--- config.mk ---
export PLATFORM = sky130hd
export DESIGN_NAME = stream_demux_1xn
export DESIGN_NICKNAME = d
export VERILOG_FILES = /design/src/rtl/stream_demux_1xn.sv
export SDC_FILE = /design/constraint.sdc
export NUM_CORES = 1
export LEC_CHECK = 0
export CORE_MARGIN = 3
export CORE_UTILIZATION = 30
export CTS_CLUSTER_DIAMETER = 80
export DETAILED_ROUTE_END_ITERATION = 10
export HOLD_SLACK_MARGIN = 0.08
export PLACE_DENSITY = 0.66
export RECOVER_POWER = 50
export REMOVE_ABC_BUFFERS = 1
export SYNTH_ARGS = -nofsm -noshare
export SYNTH_HDL_FRONTEND = slang
export SYNTH_SLANG_ARGS = --single-unit
--- constraint.sdc ---
create_clock -name clk -period 3.9 [get_ports clk]
set_clock_uncertainty 0.2 [all_clocks]
set_input_delay 0.78 -clock clk [delete_from_list [all_inputs] [get_ports clk]]
set_output_delay 0.78 -clock clk [all_outputs]
set_load 0.01 [all_outputs]
--- src/rtl/stream_demux_1xn.sv ---
// ============================================================================
// stream_demux_1xn
// ----------------------------------------------------------------------------
// Registered 1-to-N stream demultiplexer with valid/ready handshakes on the
// input and on every output channel. Each accepted input beat is steered to
// the channel named by the effective select and parked in that channel's
// one-entry output register until the consumer takes it. Beats whose select
// names a channel that does not exist are discarded and counted.
//
// Optional build feature (macro STREAM_DEMUX_PKT_LOCK_EN):
//   When defined, the select of a packet's first beat is latched and used
//   for every following beat up to and including the one with in_last=1, so
//   a packet can never be split across channels. When undefined, every beat
//   follows its own in_sel and in_last is only carried to the output.
//
// Parameters:
//   N_CH  number of output channels (2..16)
//   DW    payload width in bits
//   SW    select width, $clog2(N_CH) by default
//
// Ports:
//   clk        in   rising-edge clock
//   rst_n      in   asynchronous active-low reset
//   in_valid   in   input beat valid
//   in_ready   out  input beat can be accepted (depends on target channel only)
//   in_data    in   [DW]        input payload
//   in_sel     in   [SW]        destination channel
//   in_last    in   last beat of a packet
//   out_valid  out  [N_CH]      per-channel valid, bit i is channel i
//   out_ready  in   [N_CH]      per-channel ready
//   out_data   out  [N_CH*DW]   channel i at bits [i*DW +: DW]
//   out_last   out  [N_CH]      per-channel last flag
//   drop_err   out  one-cycle pulse the cycle after a beat is dropped
//   drop_cnt   out  [8]         saturating count of dropped beats
// ============================================================================
module stream_demux_1xn #(
    parameter int N_CH = 4,
    parameter int DW   = 8,
    parameter int SW   = $clog2(N_CH)
) (
    input  logic                 clk,
    input  logic                 rst_n,
    input  logic                 in_valid,
    output logic                 in_ready,
    input  logic [DW-1:0]        in_data,
    input  logic [SW-1:0]        in_sel,
    input  logic                 in_last,
    output logic [N_CH-1:0]      out_valid,
    input  logic [N_CH-1:0]      out_ready,
    output logic [N_CH*DW-1:0]   out_data,
    output logic [N_CH-1:0]      out_last,
    output logic                 drop_err,
    output logic [7:0]           drop_cnt
);

    // ------------------------------------------------------------------------
    // Effective select
    // ------------------------------------------------------------------------
    logic [SW-1:0] esel;

`ifdef STREAM_DEMUX_PKT_LOCK_EN
    typedef enum logic {
        ST_IDLE   = 1'b0,
        ST_LOCKED = 1'b1
    } lock_state_e;

    lock_state_e   state_q, state_d;
    logic [SW-1:0] lock_sel_q;
`endif

    // One-hot decode of the effective select. A select beyond the last
    // channel decodes to all zeros, which is what marks a beat for dropping.
    logic [N_CH-1:0] hit;
    logic            in_range;
    logic            accept;
    logic            drop;
    logic [N_CH-1:0] load;

    // Per-channel holding registers; out_data is just the packed view.
    logic [N_CH-1:0][DW-1:0] data_q;

`ifdef STREAM_DEMUX_PKT_LOCK_EN
    // Mid-packet the latched select wins and in_sel is ignored.
    assign esel = (state_q == ST_LOCKED) ? lock_sel_q : in_sel;
`else
    assign esel = in_sel;
`endif

    // NOTE: every signal written in an always_comb gets a default first so
    // no path through the block can leave it unassigned and infer a latch.
    always_comb begin
        hit = '0;
        for (int i = 0; i < N_CH; i++) begin
            hit[i] = (32'(esel) == 32'(i));
        end
    end

    assign in_range = |hit;

    // Ready looks only at the targeted channel: it is blocked only when that
    // channel is full and its consumer is not taking the beat this cycle.
    // Out-of-range selects hit no channel and are always ready (to drop).
    assign in_ready = ~|(hit & out_valid & ~out_ready);

    assign accept = in_valid & in_ready;
    assign load   = {N_CH{accept}} & hit;
    assign drop   = accept & ~in_range;

    // ------------------------------------------------------------------------
    // Channel registers
    // ------------------------------------------------------------------------
    // NOTE: state registers use non-blocking assignments so every flop in the
    // design samples the values from before the edge, independent of the
    // order in which the simulator evaluates processes.
    always_ff @(posedge clk or negedge rst_n) begin
        if (!rst_n) begin
            out_valid <= '0;
            out_last  <= '0;
            // NOTE: the payload registers are reset as well even though valid
            // alone would qualify them; the outputs must read 0 after reset
            // and no stale payload may survive a reset.
            data_q    <= '0;
        end else begin
            for (int i = 0; i < N_CH; i++) begin
                if (load[i]) begin
                    // Covers both a fresh load and drain+reload in one cycle:
                    // the new beat replaces the old and valid stays high.
                    out_valid[i] <= 1'b1;
                    out_last[i]  <= in_last;
                    data_q[i]    <= in_data;
                end else if (out_ready[i]) begin
                    // Drained (or idle): valid clears, payload holds.
                    out_valid[i] <= 1'b0;
                end
            end
        end
    end

    assign out_data = data_q;

    // ------------------------------------------------------------------------
    // Drop reporting
    // ------------------------------------------------------------------------
    always_ff @(posedge clk or negedge rst_n) begin
        if (!rst_n) begin
            drop_err <= 1'b0;
            drop_cnt <= '0;
        end else begin
            drop_err <= drop;
            if (drop && (drop_cnt != 8'hFF)) begin
                drop_cnt <= drop_cnt + 8'd1;
            end
        end
    end

`ifdef STREAM_DEMUX_PKT_LOCK_EN
    // ------------------------------------------------------------------------
    // Packet lock FSM
    // ------------------------------------------------------------------------
    always_ff @(posedge clk or negedge rst_n) begin
        if (!rst_n) begin
            state_q    <= ST_IDLE;
            lock_sel_q <= '0;
        end else begin
            state_q <= state_d;
            // The first beat of a multi-beat packet fixes the route, even if
            // it is out of range: the whole packet is then dropped.
            if ((state_q == ST_IDLE) && accept && !in_last) begin
                lock_sel_q <= in_sel;
            end
        end
    end

    always_comb begin
        state_d = state_q;
        case (state_q)
            ST_IDLE: begin
                // A single-beat packet (last on the first beat) never locks.
                if (accept && !in_last) begin
                    state_d = ST_LOCKED;
                end
            end
            ST_LOCKED: begin
                if (accept && in_last) begin
                    state_d = ST_IDLE;
                end
            end
            default: state_d = ST_IDLE;
        endcase
    end
`endif

endmodule

[After elaboration in Yosys (flattened, before gate mapping)]
Index checks and enable logic that the tools add are counted.
Operators by class
  add/sub/neg operators: 1
  eq/ne operators: 4
  muxes and demuxes: 8
  bitwise logic cells: 7
  reduce and logical (&&, ||, !) cells: 9
Operators by type and width (count)
  4-bit bitwise AND: 3
  8-bit by 1-bit adder with 8-bit output (second input constant): 1
  1-bit 2-to-1 mux: 8
  8-bit != test (second input constant): 1
  2-bit nonzero test: 4
  4-bit OR reduction: 2
  2-bit == test (second input constant): 2
  4-bit inverter: 1
  1-bit bitwise AND: 2
  2-bit by 1-bit == test with 1-bit output (second input constant): 1
  2-bit zero test: 1
  1-bit logical AND: 1
  1-bit zero test: 1
  1-bit inverter: 1
Word-level totals
  flip-flop bits (word level): 49
  input bits: 18
  word-level logic and storage cells: 43

[Depth between registers and ports, before layout]
Gate-level depths: netlist (run 1).
  depth after elaboration: 8
  mapped depth: 4
  depth with buffers taken out: 3

[Worst setup path after synthesis (run 1)]
No wires, ideal clock.
  kind: in2out
  from: input out_ready[1]
  to: output in_ready
  arrival time: 1465 ps
  path slack: 1455 ps
  cell stages on the path: 2
  buffers on the path: 0
  cells stage by stage: nand2b_1 > mux4_1
Between the ends
  cells in the longest elaborated chain, start to end: 4
Ends and longest elaborated chain
  start: declaration: line 49  | input logic [N_CH-1:0] out_ready,
  4-bit inverter: line 103  | assign in_ready = ~|(hit & out_valid & ~out_ready);
  4-bit bitwise AND: line 103
  4-bit OR reduction: line 103
  1-bit zero test: line 103
  end: declaration: line 44  | output logic in_ready,
No other way between the ends.

[Worst setup path in the final report (run 1)]
  from: input in_sel[1]
  to: output in_ready
Between the ends
  cells in the longest elaborated chain, start to end: 5
Ends and longest elaborated chain
  start: declaration: line 46  | input logic [SW-1:0] in_sel,
  2-bit by 1-bit == test with 1-bit output (tied with other cells): line 94  | hit[i] = (32'(esel) == 32'(i));
  4-bit bitwise AND (*) (2 in a row): line 103
  4-bit OR reduction (*): line 103
  1-bit zero test (*): line 103
Every way passes the cells marked *; elsewhere a longest branch is shown, timed or not.

==> results.cfg, run 1 <==
[status]
outcome = finished with violations
violations = capacitance limit, slew limit

[synth]
synth_area_leader_cell = dfrtp_1
yosysTopAreaCellShare_pct = 65.68
synth_common_cells = dfrtp_1, mux2_2, mux2_4
synthFlopType = dfrtp_1
async_reset_ff_share_pct = 100.0
ys_ff_latch = 49
synth_cells = 115
yosys_warnings = 0
synth_cell_types = 17
yosysMostFrequentCell = dfrtp_1
synth-seq-area-share_pct = 65.68
yosys-top-cells-area = dfrtp_1, mux2_2, mux2_4, buf_6, clkbuf_1
synth_edf_count = 0
syn_area_mm2 = 0.001867
synth_area_per_cell_um2 = 16.23

[pwr]
combinationalPowerShare_pct = 26.5
pwr-share-clk_pct = 23.8
leakage_nw = 1.116
power.share.switching_pct = 25.62
switchingPower_mw = 0.3248
p_seq_share_pct = 49.7
powerDensity_mw_per_mm2 = 483.6
internal_power_mw = 0.9428
vdd_drop_max_mv = 0.1921

[sta]
hold_viol_final = 0
slew_violations = 50
fmax_mhz = 290.0
setup_tns_ns = 0
holdWs_ns = 0.1788
relSlewSlack_pct = -73.17
rsz0062_at_grt = false
timing.final.crit_period_ns = 3.448
setup_viol = 0
period_share_pct = 88.42
worst_slew_pin_slew_ns = 2.597

[global_route]
grt_max_degree = 50
grt_pass1_vias = 1255
grt_antenna_before_repair = 0
grt-ovfl-total = 0
globalRouteTotalUtil_pct = 11.54
grt_pass1_wl_mm = 6.389

[setup_path]
worstSetupEndpointType = output pin
crit_fanout = 4
reg2regPathDepth = 3
arrival_ns = 2.47
required_ns = 2.92
cp-start-kind = input pin
criticalPathCategory = input pin to output pin

[floorplanning]
start_util_pct = 31.16
io_pins = 68
rows = 28
coreArea_mm2 = 0.005991
dieArea_mm2 = 0.007205
die_h_um = 84.89
die_w_um = 84.89

[final_layout]
drive_gt1_share_pct = 21.23
nNetsFinal = 197
syn_to_final_growth_pct = 40.42
antennaDiodeCount = 0

[clock_tree]
hold_buffers = 0
cts.htree.levels = 2
clkTransAtPathRegs_ns = 0.08
cts_buffers = 5
cts_setup_buffers = 0
clock_latency_ns = 0.29
postCtsResizedCells = 0
cts_tree = yes
clockBufferDepth = 2
clkSinkCount = 49
root_buffer = clkbuf_8

[route]
ant_nets = 0
drt_iter0_drc = 37
firstDrtPassIters = 2
drt-total-wl_mm = 3.921
via_per_inst = 4.374
wl_per_cell_um = 15.44
num_vias = 1111
drc_errors = 0

[placement]
place.detailed.hpwl_mm = 2.733
gp_congestion = 0.6782
portBuffers = 67

[min_path]
min_path_cells = 0
hp-class = register to register

[job]
maxCapViolations = 1
-- kinds of logic after synthesis --
logic type | count (synthesis) | share of synthesized area, %
flip-flops | 49 | 65.68
multiplexers | 37 | 24.93
AND/OR/NAND/NOR | 15 | 5.094
buffers and inverters | 12 | 3.820
AO/OA/AOI/OAI | 1 | 0.2678
other | 1 | 0.2009
-- stage by stage --
step,utilization (%),power (mW),setup slack (ns),instance area (um2),cells
6_report,43.76,1.268,0.4517,2621,254
5_1_grt,43.76,1.342,0.4100,2621,254
4_1_cts,44.40,1.313,0.5009,2660,254
3_5_place_dp,42.90,1.001,0.5003,2570,247
3_3_place_gp,42.90,0.9972,0.5405,2570,247
2_1_floorplan,-,0.7763,1.455,1795,103
-- routing by layer --
metal	up-vias	global-route usage, %	routed length [um]
met5	-	0	0
met4	0	2.590	14
met3	2	7.476	471
met2	47	16.37	1686
met1	549	14.82	1749
li1	513	-	-
-- critical path, stage by stage --
cell,delay [ns]
dlygate4sd3_1,0.61
mux4_1,0.59
clkdlybuf4s50_1,0.50
-- final timing paths --
kind | start | to | slack (ns)
worst min register to register | drop_cnt[4]$_DFFE_PN0P_ | drop_cnt[4]$_DFFE_PN0P_ | 0.18
worst max-delay path | in_sel[1] | in_ready | 0.45
max in group asynchronous | rst_n | out_data[10]$_DFFE_PN0P_ | 0.95
worst min-delay path | drop_cnt[4]$_DFFE_PN0P_ | drop_cnt[4]$_DFFE_PN0P_ | 0.18
worst max register to register | out_valid[1]$_DFFE_PN0P_ | out_data[13]$_DFFE_PN0P_ | 2.17
min in group asynchronous | rst_n | drop_cnt[7]$_DFFE_PN0P_ | 1.09
-- state kept, by name, summed over array words and instances, names as in the netlist --
| register | cells |
|---|---|
| drop_cnt | 8 |
| out_data | 32 |
| drop_err | 1 |
| out_valid | 4 |
| out_last | 4 |
-- power by group through the flow --
stage | registers (mW) | clock network [mW] | logic, mW
2_1_floorplan | 0.680 | 0 | 0.0961
3_3_place_gp | 0.640 | 0 | 0.358
3_5_place_dp | 0.642 | 0 | 0.359
4_1_cts | 0.634 | 0.319 | 0.360
5_1_grt | 0.643 | 0.337 | 0.362
6_report | 0.630 | 0.302 | 0.336
-- cells in the final DEF, fill, tap and decap left out, drive strengths merged --
cell,n
nand2,5
o21ai,1
clkbuf,7
dfrtp,49
nor3b,1
conb,1
dlygate4sd3,6
mux2,36
nand2b,4
buf,2
clkinvlp,1
nand3b,1
clkdlybuf4s50,60
nor2b,2
nand3,1
mux4,1
and3,1
-- cell type report --
class	instances	area, um2
tap	75	93.84
clock inverter	1	7.507
fill	559	3369
timing repair buffer	69	679.4
sequential	49	1226
multi-input combinational	54	531.8
clock buffer	6	82.58
No activity file was read; power rests on OpenSTA's default activity.
==> run 2: changes to the inputs <==
--- a/config.mk
+++ b/config.mk
@@ -8,8 +8,8 @@
 export CORE_MARGIN = 3
 export CORE_UTILIZATION = 30
 export CTS_CLUSTER_DIAMETER = 80
+export CTS_CLUSTER_SIZE = 28
 export DETAILED_ROUTE_END_ITERATION = 10
-export HOLD_SLACK_MARGIN = 0.08
 export PLACE_DENSITY = 0.66
 export RECOVER_POWER = 50
 export REMOVE_ABC_BUFFERS = 1
==> results of run 2 <==
The final DEF is identical to that of run 1; final timing and power are the same.
